[src/rtl/branch_stall_sequencer.sv]
// Stall/flush sequencer for branches resolved in ID of the 5-stage MIPS core.
// Optional stall statistics counter is built only when STALL_STATS_EN is defined.
module branch_stall_sequencer (
  input  logic        clk,
  input  logic        rst,
  input  logic [2:0]  rs_ID,
  input  logic [2:0]  rt_ID,
  input  logic        branch_ID,
  input  logic        branchTaken_ID,
  input  logic [2:0]  rd_EX,
  input  logic        writeEnableRF_EX,
  input  logic        loadEx,
  input  logic [2:0]  rd_MEM,
  input  logic        loadMem,
  input  logic        extStall,
  output logic        pcWrite,
  output logic        ifidWrite,
  output logic        idexBubble,
  output logic        ifidFlush,
  output logic [1:0]  stallCode,
  output logic [15:0] stallCycles,
  output logic        fsm_state
);

  typedef enum logic {
    RUN      = 1'b0,
    LOADWAIT = 1'b1
  } state_t;

  state_t state, state_next;

  logic hit_ex;
  logic hit_mem;
  logic h_lex;
  logic h_alu;
  logic h_lmem;

  // Register 0 is hardwired, so it never creates a dependency.
  assign hit_ex  = (rd_EX  != 3'd0) && ((rd_EX  == rs_ID) || (rd_EX  == rt_ID));
  assign hit_mem = (rd_MEM != 3'd0) && ((rd_MEM == rs_ID) || (rd_MEM == rt_ID));

  assign h_lex  = branch_ID && loadEx && hit_ex;
  assign h_alu  = branch_ID && writeEnableRF_EX && !loadEx && hit_ex;
  assign h_lmem = branch_ID && loadMem && hit_mem;

  assign fsm_state = state;

  always_ff @(posedge clk) begin
    if (rst) begin
      state <= RUN;
    end else begin
      state <= state_next;
    end
  end

  always_comb begin
    state_next = state;
    pcWrite    = 1'b1;
    ifidWrite  = 1'b1;
    idexBubble = 1'b0;
    ifidFlush  = 1'b0;
    stallCode  = 2'b00;

    if (rst) begin
      state_next = RUN;
    end else if (extStall) begin
      // Whole pipeline frozen: no bubble, state and counter hold.
      pcWrite   = 1'b0;
      ifidWrite = 1'b0;
    end else if (state == LOADWAIT) begin
      // Second load-use stall; hazard inputs are deliberately ignored here.
      pcWrite    = 1'b0;
      ifidWrite  = 1'b0;
      idexBubble = 1'b1;
      stallCode  = 2'b10;
      state_next = RUN;
    end else if (h_lex) begin
      pcWrite    = 1'b0;
      ifidWrite  = 1'b0;
      idexBubble = 1'b1;
      stallCode  = 2'b10;
      state_next = LOADWAIT;
    end else if (h_alu || h_lmem) begin
      pcWrite    = 1'b0;
      ifidWrite  = 1'b0;
      idexBubble = 1'b1;
      stallCode  = h_alu ? 2'b01 : 2'b10;
    end else if (branch_ID && branchTaken_ID) begin
      ifidFlush = 1'b1;
    end
  end

`ifdef STALL_STATS_EN
  logic [15:0] stall_cnt;

  always_ff @(posedge clk) begin
    if (rst) begin
      stall_cnt <= 16'd0;
    end else if (idexBubble && (stall_cnt != 16'hFFFF)) begin
      stall_cnt <= stall_cnt + 16'd1;
    end
  end

  assign stallCycles = stall_cnt;
`else
  assign stallCycles = 16'd0;
`endif

endmodule

[config.mk]
export PLATFORM = sky130hd
export DESIGN_NAME = branch_stall_sequencer
export DESIGN_NICKNAME = d
export VERILOG_FILES = /design/src/rtl/branch_stall_sequencer.sv
export SDC_FILE = /design/constraint.sdc
export NUM_CORES = 1
export LEC_CHECK = 0
export ABC_CLOCK_PERIOD_IN_PS = 2500
export CAP_MARGIN = 20
export CORE_MARGIN = 3
export CORE_UTILIZATION = 30
export DETAILED_ROUTE_END_ITERATION = 10
export PLACE_DENSITY = 0.83
export SLEW_MARGIN = 20
export SYNTH_ARGS = -nofsm -noshare
export SYNTH_HDL_FRONTEND = slang
export SYNTH_SLANG_ARGS = --single-unit
[constraint.sdc]
create_clock -name clk -period 2.5 [get_ports clk]
set_input_delay 0.5 -clock clk [delete_from_list [all_inputs] [get_ports clk]]
set_output_delay 0.5 -clock clk [all_outputs]
set_load 0.005 [all_outputs]
==> metrics.md <==
| Metric | Value |
|---|---|
| Clk_lat worst skew | 0 ps |
| Setup repair after global routing missed its margin | false |
| Final-report hold violation count | 0 |
| Leakage power | 0.308 nW |
| Area delta synth->final | 56.9% |
| Part of the cycle the worst path needs | 97.3% |
| Commonest cells after routing, fill and taps aside | 16 x conb_1, 13 x dlygate4sd2_1, 10 x xnor2_1 |
| Area of the mapped netlist | 415 um^2 |
| Remaining Overflow, GRT | 0 |
| Max-capacitance violation count | 0 |
| Remaining number of nets flagged by the antenna check after routing | 0 |
| Critical Path Source Type | input port |
| Setup skew after layout | 0 ps |
| Overall die width | 43.2 um |
| Average wire per standard cell | 10.8 um |
| Remaining routing DRC violations | 0 |
| Total iterations of the first detailed-routing run | 4 |
| Endpoint class of the critical path | primary output |
| Initial Utilization | 34.6% |
| YS warnings | 0 |
| Global-route usage over all layers | 9.48% |
| Final critical delay including setup and external delays | 2430 ps |
| Share of flip-flops with an asynchronous set or reset | 0% |
| Synth Register Bits | 1 |
| Most common library cell in the layout ignoring fill and taps | conb_1 |
| Standard-cell row count | 12 |
| Routability congestion estimate from global placement | 0.776 |
| Core area | 1200 um^2 |
| Multi-input gate area in the final layout | 337 um^2 |
| Design Area, Final | 652 um^2 |
| Layout cells sized above 1 | 16.3% |
| Die Height | 43.2 um |
| Storage element area | 20.0 um^2 |
| I/O pin count | 43 |
| Total of endpoints with negative setup slack in the final report | 0 |
| Sequential cell area fraction in the yosys report | 4.82% |
| Setup TNS | 0 ps |
| Path class of the lowest-slack min-delay path | flop to flop |
| Layout Utilization | 54.3% |
| Synthesized area per cell | 7.29 um^2 |
| # nets final | 108 |
| Placed cell area | 644 um^2 |
| Run status | finished clean |
| Maximum VDD drop | 0.0000706 V |
| Detailed Route WL | 1.08 mm |
| Largest net degree at the start of global routing | 7 |
| Slew Viols, Final | 0 |
| Count of flip-flops with a built-in enable after synthesis | 0 |
| Top flip-flop cell by instance count after synthesis | dfxtp_1 |
| Number of vias in the routed layout | 433 |
| Maximum achievable frequency | 0.411 GHz |
| Synth unique cells | 21 |
| First-pass GRT wire length | 1.50 mm |
| Number of global-route vias before repair | 374 |
| Required time at the endpoint of the critical path | 2000 ps |
| Crit Path Class | input port to primary output |
| Antenna violations before repair | 0 |
| Via density | 4.33 |
| Area of the die | 1870 um^2 |
| Count of inserted antenna diode cells | 0 |
| Final WS setup | 67.6 ps |
| Instance count of the mapped netlist | 57 |
| Filler cells | 133 |
| Critical Path Fanout Max | 4 |
| Max reg flops | 1 |
| Initial DRC count | 2 |
| WP data arrival | 1930 ps |
| Number of hold-repair buffers added at the cts stage | 0 |
| Clock edge transition at the registers on the reported setup and hold paths | 0 ps |
| Port Buf Inserts | 26 |
| Pre-CTS setup slack | -477 ps |
| Power per cell area | 166 nW/um^2 |
| HPWL after DPL | 921 um |
==> final timing paths <==
path	endpoint	from	cells past startpoint	slack (ps)
worst max-delay path	ifidWrite	rd_EX[0]	8	70
worst min-delay path	fsm_state	fsm_state	2	560
worst max register to register	fsm_state	fsm_state	3	1720
worst min register to register	fsm_state	fsm_state	2	560
==> cell usage after synthesis, drive strengths merged, types with 2 or more instances <==
cell type / count / area (um^2)
nor2: 5 / 18.8
nand3: 3 / 15.0
o211ai: 2 / 15.0
a21oi: 4 / 23.8
buf: 17 / 128
and4: 2 / 17.5
and2: 2 / 12.5
xnor2: 10 / 87.6
==> power breakdown <==
part	total (mW)	switching (mW)	leakage, nW	internal (mW)
clock network	0	0	0	0
registers	0.0172	0.000601	0.00807	0.0166
logic	0.0908	0.0403	0.300	0.0505
==> through the flow <==
step	cells	hold WS [ps]	power [mW]
finish	100	558	0.108
floorplan	72	505	0.0745
CTS	99	553	0.103
detailed placement	98	556	0.110
global placement	98	528	0.108
global route	100	626	0.117
==> worst max-delay path: stages <==
cell           delay, ps
dlygate4sd2_1        280
xnor2_1              170
nand3_1              110
a21oi_2              210
buf_4                150
a211oi_4              50
a21o_2               200
dlygate4sd2_1        260
==> timing repair <==
action / in CTS / in global routing
setup endpoints to repair: 6 / 3
setup buffers: 1 / 1
gates resized for setup: 21 / 9
pin swaps: 8 / 7
==> area by class of cell <==
| cell class | instances | share of cell area, % |
|---|---|---|
| well taps | 14 | 2.69 |
| repair buffers | 31 | 42.0 |
| flip-flops and latches | 1 | 3.07 |
| multi-input cells | 53 | 51.6 |
| inverters | 1 | 0.576 |
==> routing by layer <==
| layer | GRT usage (%) | vias to the layer above | wire, um |
|---|---|---|---|
| met2 | 18.3 | 32 | 533 |
| met3 | 0.847 | 0 | 147 |
| li1 | - | 219 | - |
| met5 | 0 | - | 0 |
| met4 | 0 | 0 | 0 |
| met1 | 11.7 | 182 | 397 |
==> cell families (layout without fill, tap and decap cells) <==
group	Yosys count	in the layout	synth area share (%)
simple gates	15	15	19.0
buf+inv	18	32	31.6
other cells	1	16	0.903
xor+xnor	10	10	21.1
flops	1	1	4.82
compound gates	12	12	22.6
No activity file was read; power rests on OpenSTA's default activity.
